File: src/rtl/elevator_pkg.sv
// Shared definitions for the elevator hall-call dispatcher:
// lift direction codes, dispatcher FSM states and width helpers.
package elevator_pkg;

    localparam logic [1:0] DIR_IDLE     = 2'b00;
    localparam logic [1:0] DIR_UP       = 2'b01;
    localparam logic [1:0] DIR_DN       = 2'b10;
    localparam logic [1:0] DIR_IDLE_ALT = 2'b11;  // reserved code, behaves as idle

    typedef enum logic [1:0] {
        ST_IDLE  = 2'd0,
        ST_SCORE = 2'd1,
        ST_ISSUE = 2'd2
    } disp_state_e;

    // Floor-index width
    function automatic int fw_of(input int n_floors);
        return (n_floors > 1) ? $clog2(n_floors) : 1;
    endfunction

    // Per-lift outstanding-call counter width
    function automatic int cw_of(input int max_pend);
        return $clog2(max_pend + 1);
    endfunction

    // Index width for a set of n items, never below one bit
    function automatic int idx_w(input int n);
        return (n > 1) ? $clog2(n) : 1;
    endfunction

endpackage

File: src/rtl/dispatch_cost.sv
// Combinational lift selection: picks the eligible lift closest to the
// call floor, lowest index winning ties.
module dispatch_cost
    import elevator_pkg::*;
#(
    parameter int N_FLOORS = 11,
    parameter int N_LIFTS  = 4,
    parameter int MAX_PEND = 3,
    localparam int FW = fw_of(N_FLOORS),
    localparam int CW = cw_of(MAX_PEND),
    localparam int LW = idx_w(N_LIFTS)
) (
    input  logic [N_LIFTS*FW-1:0] lift_floor,
    input  logic [N_LIFTS*2-1:0]  lift_dir,
    input  logic [N_LIFTS*CW-1:0] counts,
    input  logic [FW-1:0]         call_floor,
    input  logic                  call_up,
    output logic [LW-1:0]         lift_idx,
    output logic                  found
);

    // Scan all lifts and keep the cheapest eligible one
    always_comb begin
        logic [FW-1:0] fl;
        logic [FW:0]   cost;
        logic [FW:0]   best_cost;
        logic          elig;
        logic          take;
        found     = 1'b0;
        lift_idx  = '0;
        best_cost = '0;
        fl        = '0;
        cost      = '0;
        elig      = 1'b0;
        take      = 1'b0;
        for (int k = 0; k < N_LIFTS; k++) begin
            fl = lift_floor[k*FW +: FW];
            case (lift_dir[k*2 +: 2])
                DIR_IDLE, DIR_IDLE_ALT: elig = 1'b1;
                DIR_UP:                 elig = call_up && (fl <= call_floor);
                DIR_DN:                 elig = !call_up && (fl >= call_floor);
                default:                elig = 1'b0;
            endcase
            elig = elig && (counts[k*CW +: CW] < CW'(MAX_PEND));
            cost = (fl >= call_floor) ? ({1'b0, fl} - {1'b0, call_floor})
                                      : ({1'b0, call_floor} - {1'b0, fl});
            take      = elig && (!found || (cost < best_cost));
            best_cost = take ? cost : best_cost;
            lift_idx  = take ? LW'(k) : lift_idx;
            found     = found || take;
        end
    end

endmodule

File: src/rtl/elevator_dispatcher.sv
// Hall-call dispatcher: latches up/down hall calls into slots, offers one
// unassigned call at a time to the best lift, and retires calls on arrival.
module elevator_dispatcher
    import elevator_pkg::*;
#(
    parameter int N_FLOORS = 11,
    parameter int N_LIFTS  = 4,
    parameter int MAX_PEND = 3,
    localparam int FW = fw_of(N_FLOORS),
    localparam int CW = cw_of(MAX_PEND)
) (
    input  logic                  clk,
    input  logic                  rst,
    input  logic [N_FLOORS-1:0]   hall_up_req,
    input  logic [N_FLOORS-1:0]   hall_dn_req,
    input  logic [N_LIFTS*FW-1:0] lift_floor,
    input  logic [N_LIFTS*2-1:0]  lift_dir,
    input  logic [N_LIFTS-1:0]    lift_arrive,
    output logic [N_LIFTS-1:0]    assign_valid,
    output logic [N_LIFTS*FW-1:0] assign_floor,
    output logic [N_LIFTS-1:0]    assign_up,
    input  logic [N_LIFTS-1:0]    assign_ready,
    output logic [N_FLOORS-1:0]   hall_up_lamp,
    output logic [N_FLOORS-1:0]   hall_dn_lamp,
    output logic                  busy
);

    localparam int LW = idx_w(N_LIFTS);
    localparam int NS = 2 * N_FLOORS;   // up slots first, then down slots
    localparam int SW = idx_w(NS);

    disp_state_e           state, next_state;
    logic [NS-1:0]         pending, assigned, pending_n, assigned_n;
    logic [NS-1:0]         req_vec, clr_vec;
    logic [LW-1:0]         owner   [NS];
    logic [LW-1:0]         owner_n [NS];
    logic [CW-1:0]         count   [N_LIFTS];
    logic [CW-1:0]         count_n [N_LIFTS];
    logic [N_LIFTS*CW-1:0] count_flat;
    logic [SW-1:0]         rr, cur_slot, sel_slot, slot_inc;
    logic [LW-1:0]         cur_lift, cost_lift, issue_lift;
    logic                  sel_found, cost_found, hs, call_up;
    logic [FW-1:0]         call_floor;
    logic [N_LIFTS-1:0]    valid_n, up_n, valid_r, up_r;
    logic [N_LIFTS*FW-1:0] floor_n, floor_r;
    logic                  busy_r;

    assign req_vec    = {hall_dn_req, hall_up_req};
    assign call_up    = (cur_slot < SW'(N_FLOORS));
    assign call_floor = call_up ? FW'(cur_slot) : FW'(cur_slot - SW'(N_FLOORS));
    assign slot_inc   = (cur_slot == SW'(NS - 1)) ? '0 : (cur_slot + SW'(1));
    assign hs         = (state == ST_ISSUE) && assign_ready[cur_lift];
    assign issue_lift = (state == ST_SCORE) ? cost_lift : cur_lift;

    assign assign_valid = valid_r;
    assign assign_floor = floor_r;
    assign assign_up    = up_r;
    assign hall_up_lamp = pending[N_FLOORS-1:0];
    assign hall_dn_lamp = pending[NS-1:N_FLOORS];
    assign busy         = busy_r;

    // Flatten per-lift counts for the cost block
    always_comb begin
        count_flat = '0;
        for (int k = 0; k < N_LIFTS; k++) begin
            count_flat[k*CW +: CW] = count[k];
        end
    end

    dispatch_cost #(
        .N_FLOORS (N_FLOORS),
        .N_LIFTS  (N_LIFTS),
        .MAX_PEND (MAX_PEND)
    ) u_cost (
        .lift_floor (lift_floor),
        .lift_dir   (lift_dir),
        .counts     (count_flat),
        .call_floor (call_floor),
        .call_up    (call_up),
        .lift_idx   (cost_lift),
        .found      (cost_found)
    );

    // Round-robin search for the next pending, unassigned slot starting at rr
    always_comb begin
        int   idx;
        logic hit;
        sel_found = 1'b0;
        sel_slot  = '0;
        idx       = 0;
        hit       = 1'b0;
        for (int i = 0; i < NS; i++) begin
            idx       = int'(rr) + i;
            idx       = (idx >= NS) ? (idx - NS) : idx;
            hit       = !sel_found && pending[idx] && !assigned[idx];
            sel_slot  = hit ? SW'(idx) : sel_slot;
            sel_found = sel_found || hit;
        end
    end

    // Slot next-state: arrival clears, new calls set (set wins), handshake assigns
    always_comb begin
        logic [LW-1:0] own;
        logic          clr;
        logic          take;
        int            g;
        pending_n  = pending;
        assigned_n = assigned;
        clr_vec    = '0;
        own        = '0;
        clr        = 1'b0;
        take       = 1'b0;
        g          = 0;
        for (int s = 0; s < NS; s++) begin
            g    = (s < N_FLOORS) ? s : (s - N_FLOORS);
            own  = owner[s];
            clr  = assigned[s] && lift_arrive[own]
                   && (lift_floor[int'(own)*FW +: FW] == FW'(g));
            take = hs && (cur_slot == SW'(s));
            clr_vec[s]    = clr;
            pending_n[s]  = clr ? req_vec[s] : (pending[s] || req_vec[s]);
            assigned_n[s] = clr ? 1'b0 : (assigned[s] || take);
            owner_n[s]    = take ? cur_lift : owner[s];
        end
    end

    // Per-lift count: +1 on accepted offer, -1 per slot cleared by its arrival
    always_comb begin
        int c;
        c = 32'sd0;
        for (int k = 0; k < N_LIFTS; k++) begin
            c = int'(count[k]) + ((hs && (cur_lift == LW'(k))) ? 32'sd1 : 32'sd0);
            for (int s = 0; s < NS; s++) begin
                c = c - ((clr_vec[s] && (owner[s] == LW'(k))) ? 32'sd1 : 32'sd0);
            end
            count_n[k] = (c < 32'sd0) ? '0
                       : ((c > MAX_PEND) ? CW'(MAX_PEND) : CW'(c));
        end
    end

    // Slot and count storage
    always_ff @(posedge clk) begin
        if (rst) begin
            pending  <= '0;
            assigned <= '0;
            for (int s = 0; s < NS; s++) owner[s] <= '0;
            for (int k = 0; k < N_LIFTS; k++) count[k] <= '0;
        end else begin
            pending  <= pending_n;
            assigned <= assigned_n;
            for (int s = 0; s < NS; s++) owner[s] <= owner_n[s];
            for (int k = 0; k < N_LIFTS; k++) count[k] <= count_n[k];
        end
    end

    // FSM state register
    always_ff @(posedge clk) begin
        if (rst) begin
            state <= ST_IDLE;
        end else begin
            state <= next_state;
        end
    end

    // FSM next-state logic
    always_comb begin
        next_state = state;
        case (state)
            ST_IDLE:  next_state = sel_found  ? ST_SCORE : ST_IDLE;
            ST_SCORE: next_state = cost_found ? ST_ISSUE : ST_IDLE;
            ST_ISSUE: next_state = hs         ? ST_IDLE  : ST_ISSUE;
            default:  next_state = ST_IDLE;
        endcase
    end

    // Capture the selected call and lift, advance the round-robin pointer
    always_ff @(posedge clk) begin
        if (rst) begin
            rr       <= '0;
            cur_slot <= '0;
            cur_lift <= '0;
        end else begin
            if ((state == ST_IDLE) && sel_found) cur_slot <= sel_slot;
            if ((state == ST_SCORE) && cost_found) cur_lift <= cost_lift;
            if (((state == ST_SCORE) && !cost_found) || hs) rr <= slot_inc;
        end
    end

    // FSM output logic: next values of the offer lanes
    always_comb begin
        valid_n = '0;
        up_n    = '0;
        floor_n = '0;
        for (int k = 0; k < N_LIFTS; k++) begin
            if ((next_state == ST_ISSUE) && (issue_lift == LW'(k))) begin
                valid_n[k]          = 1'b1;
                up_n[k]             = call_up;
                floor_n[k*FW +: FW] = call_floor;
            end else begin
                valid_n[k]          = 1'b0;
                up_n[k]             = 1'b0;
                floor_n[k*FW +: FW] = '0;
            end
        end
    end

    // Registered offer and busy outputs
    always_ff @(posedge clk) begin
        if (rst) begin
            valid_r <= '0;
            up_r    <= '0;
            floor_r <= '0;
            busy_r  <= 1'b0;
        end else begin
            valid_r <= valid_n;
            up_r    <= up_n;
            floor_r <= floor_n;
            busy_r  <= (next_state != ST_IDLE);
        end
    end

endmodule

File: config.mk
export PLATFORM = sky130hd
export DESIGN_NAME = elevator_dispatcher
export DESIGN_NICKNAME = d
export VERILOG_FILES = /design/src/rtl/elevator_pkg.sv /design/src/rtl/dispatch_cost.sv /design/src/rtl/elevator_dispatcher.sv
export SDC_FILE = /design/constraint.sdc
export NUM_CORES = 1
export LEC_CHECK = 0
export CELL_PAD_IN_SITES_DETAIL_PLACEMENT = 1
export CELL_PAD_IN_SITES_GLOBAL_PLACEMENT = 2
export CORE_MARGIN = 3
export CORE_UTILIZATION = 41
export DETAILED_ROUTE_END_ITERATION = 10
export PLACE_DENSITY = 0.86
export SYNTH_ARGS = -nofsm -noshare
export SYNTH_HDL_FRONTEND = slang
export SYNTH_SLANG_ARGS = --single-unit
File: constraint.sdc
create_clock -name clk -period 14.2 [get_ports clk]
set_input_delay 2.84 -clock clk [delete_from_list [all_inputs] [get_ports clk]]
set_output_delay 2.84 -clock clk [all_outputs]
set_load 0.05 [all_outputs]
* After elaboration in Yosys (flattened, before gate mapping)
Memories as Yosys holds them, arrays and structs flattened.
Index checks and enable logic that the tools add are counted.
** Cells by class
- Reductions and logical operators :: 407
- Divide/modulo/power cells :: 0
- Bitwise operators :: 30
- Muxes and demuxes :: 420
- Eq/ne operators :: 128
- $lt $le $gt $ge :: 91
- Multiply operators :: 0
- Add/sub/neg operators :: 145
- Shifts and indexed selects :: 22
** Operators by type and width (number)
- < comparator 32 x 7 -> 1 bit, second input constant :: 22
- two-way mux 32 bit :: 22
- variable part select 16 x 5 -> 4 bit :: 22
- two-way mux 1 bit :: 234
- logical AND 1 bit :: 224
- binary-select mux 1 bit (select 5 bit) :: 44
- two-way mux 5 bit :: 30
- subtractor 6 x 5 -> 7 bit, second input constant :: 21
- greater-or-equal comparator 6 x 5 -> 1 bit, second input constant :: 21
- two-way mux 2 bit :: 61
- == test 2 bit, second input constant :: 58
- greater-than comparator 25 x 3 -> 1 bit, second input constant :: 4
- < comparator 25 x 1 -> 1 bit, second input constant :: 4
- subtractor 24 x 2 -> 25 bit :: 4
- subtractor 23 x 2 -> 24 bit :: 4
- subtractor 22 x 2 -> 23 bit :: 4
- subtractor 21 x 2 -> 22 bit :: 4
- subtractor 20 x 2 -> 21 bit :: 4
- subtractor 19 x 2 -> 20 bit :: 4
- subtractor 18 x 2 -> 19 bit :: 4
- logical OR 1 bit :: 72
- subtractor 17 x 2 -> 18 bit :: 4
- < comparator 2 x 3 -> 1 bit, second input constant :: 23
- subtractor 16 x 2 -> 17 bit :: 4
- other kinds (51) :: 345
** Storage, ports and cells
- Output and inout bits :: 47
- ROM bits :: 0
- Input bits :: 56
- Register bits after elaboration :: 83
- Memories kept :: 2
- Memory bits (writable) :: 52
- Latch bits :: 0
** Memories
- owner :: words 22, width 2, rd ports 22, clocked after memory_dff 0, write ports 22, line elevator_dispatcher.sv:35 : logic [LW-1:0] owner [NS];
- count :: words 4, width 2, rd ports 4, clocked after memory_dff 0, write ports 4, line elevator_dispatcher.sv:37 : logic [CW-1:0] count [N_LIFTS];

* Depth between registers and ports, before layout
Gate-level depths: netlist of run 1.
- Word-level depth :: 97
- Mapped depth :: 45
- Gate-level depth less buffers :: 43

* Hierarchy
Synthesis of run 1 repeated with hierarchy kept, for this count alone.
** Second synthesis, totals
- Cells, all modules :: 3426
- Area, all modules :: 25125.3 um^2
** By module, submodules not included
- elevator_dispatcher :: area an instance 22949.5 um^2, instances 1, sequential area each 2702.6 um^2, cells an instance 3141
- dispatch_cost :: area an instance 2175.8 um^2, instances 1, sequential area each 0.0 um^2, cells an instance 285

* Least setup slack after synthesis of run 1
Ideal clock, no wire load.
- Path kind :: input -> register
- Start point :: in lift_arrive[2]
- End point :: mem count[2][0] in the netlist's numbering
- Cell stages on the path :: 28
- Data required time :: 14.063 ns
- Path slack :: 3.781 ns
- Arrival :: 10.282 ns
- Setup time :: 0.137 ns
- Path through :: nor2b_1 and3_1 and4b_1 ha_1 inv_1 ha_1 nand2b_1 clkbuf_1 clkinv_1 fa_1 fa_1 fa_1 fa_1 fa_1 fa_1 inv_1 fa_1 nor2b_1 o21ai_0 inv_1 o21ai_0 nor2b_1 o21ai_0 ha_1 nor4bb_1 nand3_1 a2111oi_0 a21oi_1
** RTL lines
- start: declaration :: line elevator_dispatcher.sv:18 : input logic [N_LIFTS-1:0] lift_arrive,
- end: declaration :: line elevator_dispatcher.sv:37

==> results by group, run 1 <==
Power and ir drop
  • Leak: approximately 10 nW
  • Combinational power share: 73.0%
  • Internal Power: ~0.0017 W
  • Sequential share of power: 13.5%
  • Worst vdd ir: 0.1294 mV
  • Sw Pwr: 0.001877 W
  • Clock Power Share: 13.5%
  • PwrDens: 138.1 mW/mm^2
  • Switching share of power: 52.47%

Worst setup path
  • Startpoint Class: input pin
  • CP delay by family, top: adder cells
  • Critical Path AT: roughly 12 ns
  • Crit-path max FO: 18
  • Crit path buffers/inverters: 3
  • Crit end category: register
  • CP Class: input pin to register
  • Max incr delay on CP: 0.64 ns
  • CP max-delay cell: nand2b_1
  • CP most frequent cell: fa_1
  • Worst Path Required: 14.52 ns

STA
  • Clock Skew: approximately 0.015 ns
  • Slew headroom: 9.130%
  • Setup violators final: 0
  • Fin. Hold Viols: 0
  • Setup TNS: 0 ns
  • Fin crit period: 11.65 ns
  • Worst slew pin tran: ~1.3 ns
  • Fmax: 85.82 MHz
  • RSZ-0062 raised after global routing: false
  • Period utilization: between 80% and 90%
  • Fin. max-slew vios: 0

Floorplanning
  • Row Count: 87
  • Core area: between 0.05 and 0.06 mm^2
  • Top Ports: 103
  • Initial core utilization: between 40% and 50%
  • Die Y: 247.0 um
  • Die X: 247.0 um
  • Die area: 0.06102 mm^2

Global routing
  • Antenna violations before repair: 1
  • First-pass GRT wire length: 162,800 um
  • Grt total ovfl: 0
  • Number of global-route vias before repair: around 26k
  • Largest net degree at the start of global routing: 89
  • Gr usage total: 35.13%

Place
  • Area after DPL: 0.02531 mm^2
  • Estimated wirelength of the detail-placed design: ~86,000 um
  • Routability cong.: 1.024
  • PortBufs: a little over 100
  • DP Cell Count: 3,831

Synthesis
  • Register area share after synthesis: 11.35%
  • Yosys reg bits: 135
  • Mapped cell area: between 0.02 and 0.025 mm^2
  • EDFF count, synth: 0
  • Warnings, synthesis: 0
  • Cell variety after synth: 123
  • Post-Syn Nets: around 3.4k
  • FFs w/ async S/R, synth: 0%
  • Cells after Synth: 3,094
  • Ys flop type: dfxtp_1
  • Syn_area_per_cell: 7.698 um^2

Clock tree
  • Cts bufs inserted: 17
  • CTS clk-pin slew, worst paths: 0.06 ns
  • Root buf cell: clkbuf_16
  • CTS H-tree lvls: 4
  • Clk buf depth: 2
  • Post_cts resized: 0
  • # Post-CTS Setup Buffers: 0
  • Cts hold-fix bufs: 0
  • Clock latency on the worst-skew pair: ~0.46 ns
  • Clock sinks: 135
  • TritonCTS clock tree: yes

Routing
  • Vias per cell: 6.568
  • TritonRoute pass-1 iters: 6
  • Drt wl/cell: 28.16 um
  • Routed WL: approximately 110,000 um
  • Iter 0 DRT Violations: ~2k
  • Vias post-DR: 25.37k
  • Drt drc: 0
  • Antenna-violating nets left: 0

Min path
  • Min-delay worst type: register to register

Final layout
  • Filler instances: 6,977
  • Final Cell Area: approximately 0.026 mm^2
  • ANT cells: 0
  • Layout Utilization: between 40 and 50%
  • Register area: 0.002711 mm^2
  • Layout cells sized above 1: 8.658%
  • Non-Filler Instances: just under 4k
  • Multi-input gate area: slightly below 0.02 mm^2
  • Fin nets: 3,429
  • Area delta synth->final: 8.799%

Outcome
  • Result of the run: complete, no violations

Flow run
  • Max Cap Viol: 0
[flip-flops by register name (all words and copies together), names as in the netlist]
register,flops
assigned,22
assign_up,4
count,8
owner,44
state,2
assign_valid,4
rr,5
busy,1
assign_floor,16
cur_lift,2
pending,22
cur_slot,5
[through the flow]
stage | power [W] | worst slack (ns) | hold WS (ns)
global placement | 0.002942 | 2.396 | 0.4735
detailed placement | 0.003055 | 2.033 | 0.5055
global route | 0.003874 | 1.902 | 0.5597
floorplan | 0.002291 | 3.781 | 0.4802
CTS | 0.003564 | 2.495 | 0.5298
finish | 0.003578 | 2.547 | 0.5367
[cells in the final DEF (no fill, tap or decap), drive strengths merged, types with 43 or more instances in the layout]
cell type and count:
nor2 259, a21oi 233, xnor2 81, mux4 50
nand2 284, nor3 108, fa 104, nand2b 59
clkdlybuf4s50 101, ha 175, o21ai 182, inv 282
mux2i 125, o211ai 50, dfxtp 135, nor4 43
nand3 98
[power by group through the flow]
stage	combinational, W	clock (W)	sequential, W
floorplan	0.00182	0	0.000476
global route	0.00288	0.000504	0.000485
CTS	0.00259	0.000490	0.000479
finish	0.00261	0.000482	0.000483
global placement	0.00246	0	0.000487
detailed placement	0.00257	0	0.000487
[final cells by class]
class / instances / share of cell area [%]
multi-input combinational: 2516 / 74.34
sequential: 135 / 10.46
timing repair buffer: 143 / 5.118
inverter: 281 / 4.080
tap: 756 / 3.650
clock buffer: 19 / 1.709
clock inverter: 13 / 0.6373
[worst paths after layout]
kind,startpoint,endpoint,slack [ns],cells past startpoint
max reg2reg,cur_slot[2],assign_floor[7],4.10,41
max,lift_floor[0],count[0][0],2.55,29
min reg2reg,rr[2],rr[2],0.54,2
min,rr[2],rr[2],0.54,2
[synthesized netlist by cell type, drive strengths merged, types with 37 or more instances]
cell,n,area [um^2]
a21oi,233,1204
nor2b,37,239.0
o21ai,182,933.4
inv,276,1039
ha,175,2190
nor3,108,550.5
mux2i,125,1264
mux2,37,416.7
clkbuf,92,345.3
fa,104,2082
dfxtp,135,2703
buf,70,457.9
o211ai,50,404.1
nand2,284,1066
xnor2,81,803.3
mux4,50,1126
nor2,259,984.7
nor4,43,296.5
nand3,98,490.5
a211oi,38,300.3
nand2b,59,369.1
[metal layers]
layer  share of wire, %  global-route usage, %
met1                 38                  40.52
met2                 48                  60.38
met3                5.9                  4.760
met4                7.9                  23.96
met5              0.012                      0
[worst reg2reg max path, delay by kind of cell (launching register included)]
kind                     cells  cell delay (ns)
AO/OA/AOI/OAI               18             4.31
multiplexers                 5             1.48
AND/OR/NAND/NOR              9             1.18
adder cells (fa/ha/maj)      4             1.15
buffers and inverters        5             1.05
flip-flops                   1             0.86
[cell families (layout without fill, tap and decap cells)]
family / count (synthesis) / count (layout) / share of synthesized area, %
and+or+nand+nor: 1076 / 1076 / 22.64
AOI/OAI and AO/OA: 846 / 846 / 24.20
buffers and inverters: 443 / 456 / 7.811
adders and majority gates: 279 / 279 / 17.93
muxes: 212 / 212 / 11.78
DFF: 135 / 135 / 11.35
xor gates and xnor gates: 103 / 103 / 4.292
No activity file was read; power rests on OpenSTA's default activity.
==> inputs of run 2 (changes only) <==
CORE_UTILIZATION = 34   (was 41)
PLACE_DENSITY = 0.75   (was 0.86)
clock period = 9.94 ns   (was 14.2 ns; I/O delays follow)
==> run 2 against run 1 <==
Net effect: worst setup slack got worse by 2.0 ns; clock power is 39% higher; worst hold slack better by 0.013 ns; first-iteration DRC count decreased by 9.8%; critical path depth down 1; total power grew 46%; combinational power increased by 49%; flip-flop and latch count unchanged; utilization fell by 7.1 points; cell count increased by 5.6%; global-route usage fell by 5.2 points.
==> results by group, run 2 (synthesis gave the netlist of run 1 again) <==
Routing
  • Met2 Wirelength: 54,410 um (+4.4%)
  • TritonRoute pass-1 iters: 5 (-1)
  • Iter 0 DRT Violations: 1,814 (-9.8%)
  • Top sig layer: met4
  • Vias post-DR: 25.13k (-0.97%)
  • Antenna-violating nets left: 0 (unchanged)
  • Drt wl/cell: 27.57 um (-2.1%)
  • Drt drc: 0 (unchanged)
  • Routed WL: 112,500 um (+3.4%)
  • Met3 Wirelength: 5461 um (-14%)
  • Vias per cell: 6.160 (-6.2%)
  • Met1 Wirelength: 45,150 um (+8.2%)

Power and ir drop
  • Sw Pwr: 0.002807 W (+50%)
  • Leak: 10.37 nW (+1.9%)
  • Switching share of power: 53.85% (+1.4 points)
  • Clock Power Share: 12.8% (-0.7 points)
  • Combinational power share: 74.6% (+1.6 points)
  • Worst vdd ir: 0.1889 mV (+46%)
  • Sequential share of power: 12.6% (-0.9 points)
  • Internal Power: 0.002405 W (+41%)
  • PwrDens: 196.8 mW/mm^2 (+43%)

Worst setup path
  • Worst Path Required: 10.26 ns (-4.26 ns)
  • Crit end category: register
  • Critical Path AT: 9.76 ns (-2.21 ns)
  • Reg2reg setup slack: 0.62 ns (-3.48 ns)
  • CP Class: input pin to register
  • Crit-path max FO: 6 (-12)
  • Startpoint Class: input pin

STA
  • Slew headroom: 13.77% (+4.6 points)
  • Period utilization: 94.94%
  • Fin. Hold Viols: 0 (unchanged)
  • Fin. max-slew vios: 0 (unchanged)
  • Fin crit period: 9.437 ns
  • Fmax: 106.0 MHz
  • Setup TNS: 0 ns (unchanged)
  • Worst slew pin tran: 1.287 ns (-0.03772 ns)
  • Setup violators final: 0 (unchanged)
  • Hold WS: 0.5493 ns (+0.01269 ns)
  • Clock Skew: 0.01650 ns (+0.001125 ns)
  • RSZ-0062 raised after global routing: false

Clock tree
  • Clock sinks: 135 (unchanged)
  • CTS clk-pin slew, worst paths: 0.07 ns (about the same)
  • Clk buf depth: 2 (unchanged)
  • TritonCTS clock tree: yes
  • CTS H-tree lvls: 4 (unchanged)
  • Cts bufs inserted: 17 (unchanged)
  • Clock latency on the worst-skew pair: 0.45 ns (about the same)
  • Root buf cell: clkbuf_16

Place
  • Routability cong.: 0.9672 (-5.6%)
  • DP Cell Count: 4,047 (+5.6%)
  • PortBufs: 102 (unchanged)
  • Estimated wirelength of the detail-placed design: 90,540 um (+4.8%)

Global routing
  • Largest net degree at the start of global routing: 71 (-20%)
  • Gr usage total: 29.97% (-5.2 points)
  • Number of global-route vias before repair: 26.43k (+0.92%)
  • First-pass GRT wire length: 168,200 um (+3.3%)
  • Antenna violations before repair: 0 (-1)
  • Grt total ovfl: 0 (unchanged)

Final layout
  • Register area: 0.002711 mm^2 (unchanged)
  • Commonest non-fill, non-tap cells in the layout: nand2_1 (284), inv_1 (269), nor2_1 (256)
  • Filler instances: 8,455 (+21%)
  • Number of flip-flops under the largest register name: 44 (unchanged)
  • Fin nets: 3,470 (+1.2%)
  • Top Registers: owner (44), assigned (22), pending (22)
  • Area delta synth->final: 11.20%
  • Register ranked first by flip-flop count: owner
  • Multi-input gate area: 0.01931 mm^2 (+0.26%)
  • Layout Utilization: 38.41% (-7.1 points)
  • ANT cells: 0 (unchanged)
  • Layout cells sized above 1: 10.20% (+1.5 points)
  • Most common cell after layout, fill and taps aside: nand2_1
  • Non-Filler Instances: 4,079 (+5.6%)

Floorplanning
  • Die area: 0.07327 mm^2 (+20%)
  • Initial core utilization: 34.55% (-7.3 points)
  • Core area: 0.06895 mm^2 (+21%)
  • Top Ports: 103 (unchanged)
  • Die Y: 270.7 um (+9.6%)
  • Row Count: 96 (+10%)
  • Die X: 270.7 um (+9.6%)

Outcome
  • Result of the run: complete, no violations

Min path
  • Min-delay worst type: register to register

Flow run
  • Max Cap Viol: 0 (unchanged)
run 2: final timing paths:
| path | from | endpoint | cells after the start |
|---|---|---|---|
| setup reg to reg | cur_slot[1] | assign_floor[7] | 41 |
| hold reg to reg | owner[1][14] | owner[1][14] | 2 |
| setup / recovery | lift_arrive[3] | count[3][1] | 28 |
| hold / removal | owner[1][14] | owner[1][14] | 2 |
run 2: final cells by class:
class / count / area share [%]
clock buffer: 17 / 1.606
clock inverter: 15 / 0.6708
inverter: 281 / 3.992
multi-input combinational: 2516 / 72.93
sequential: 135 / 10.24
tap: 931 / 4.398
timing repair buffer: 184 / 6.170
run 2: power groups by stage:
stage	clock (W)	combinational (W)	sequential, W
after CTS	0.000681	0.00383	0.000653
after detailed placement	0	0.00380	0.000665
after global routing	0.000703	0.00429	0.000659
after global placement	0	0.00364	0.000664
final	0.000669	0.00389	0.000654
after floorplan	0	0.00259	0.000681
run 2: worst max-delay path, cell delays in order:
cell and delay (ns):
clkdlybuf4s50_1 0.57, nor2b_1 0.19, and3_1 0.27, and4_1 0.25, ha_1 0.24, inv_1 0.06
ha_1 0.19, nand2b_1 0.16, clkinv_1 0.16, fa_1 0.47, fa_1 0.49, fa_1 0.51
fa_1 0.57, fa_1 0.45, fa_1 0.59, inv_1 0.07, fa_1 0.46, nor2b_1 0.12
o21ai_0 0.08, inv_1 0.08, o21ai_0 0.13, nor2b_1 0.19, o21ai_0 0.18, ha_1 0.26
nor4b_1 0.32, nand2_1 0.13, a2111oi_2 0.43, a21oi_1 0.13
run 2: layer usage:
metal,vias to the layer above,global-route usage [%]
met1,12710,35.75
met3,284,3.379
met4,0,17.79
met5,-,0
li1,11290,-
met2,842,51.86
run 2: timing repair:
item,4_1_cts,5_1_grt
hold buffers,0,0
buffers inserted,0,0
gates resized for setup,1,20
endpoints found under the setup margin,1,34
run 2: per-stage QoR:
step	power (W)	cell area (um^2)	worst slack, ns
floorplan	0.003274	23820	0.3731
global placement	0.004301	25830	0.02187
detailed placement	0.004461	25830	-0.4255
CTS	0.005168	26440	0.05216
global route	0.005653	26490	0.007733
finish	0.005212	26490	0.5034
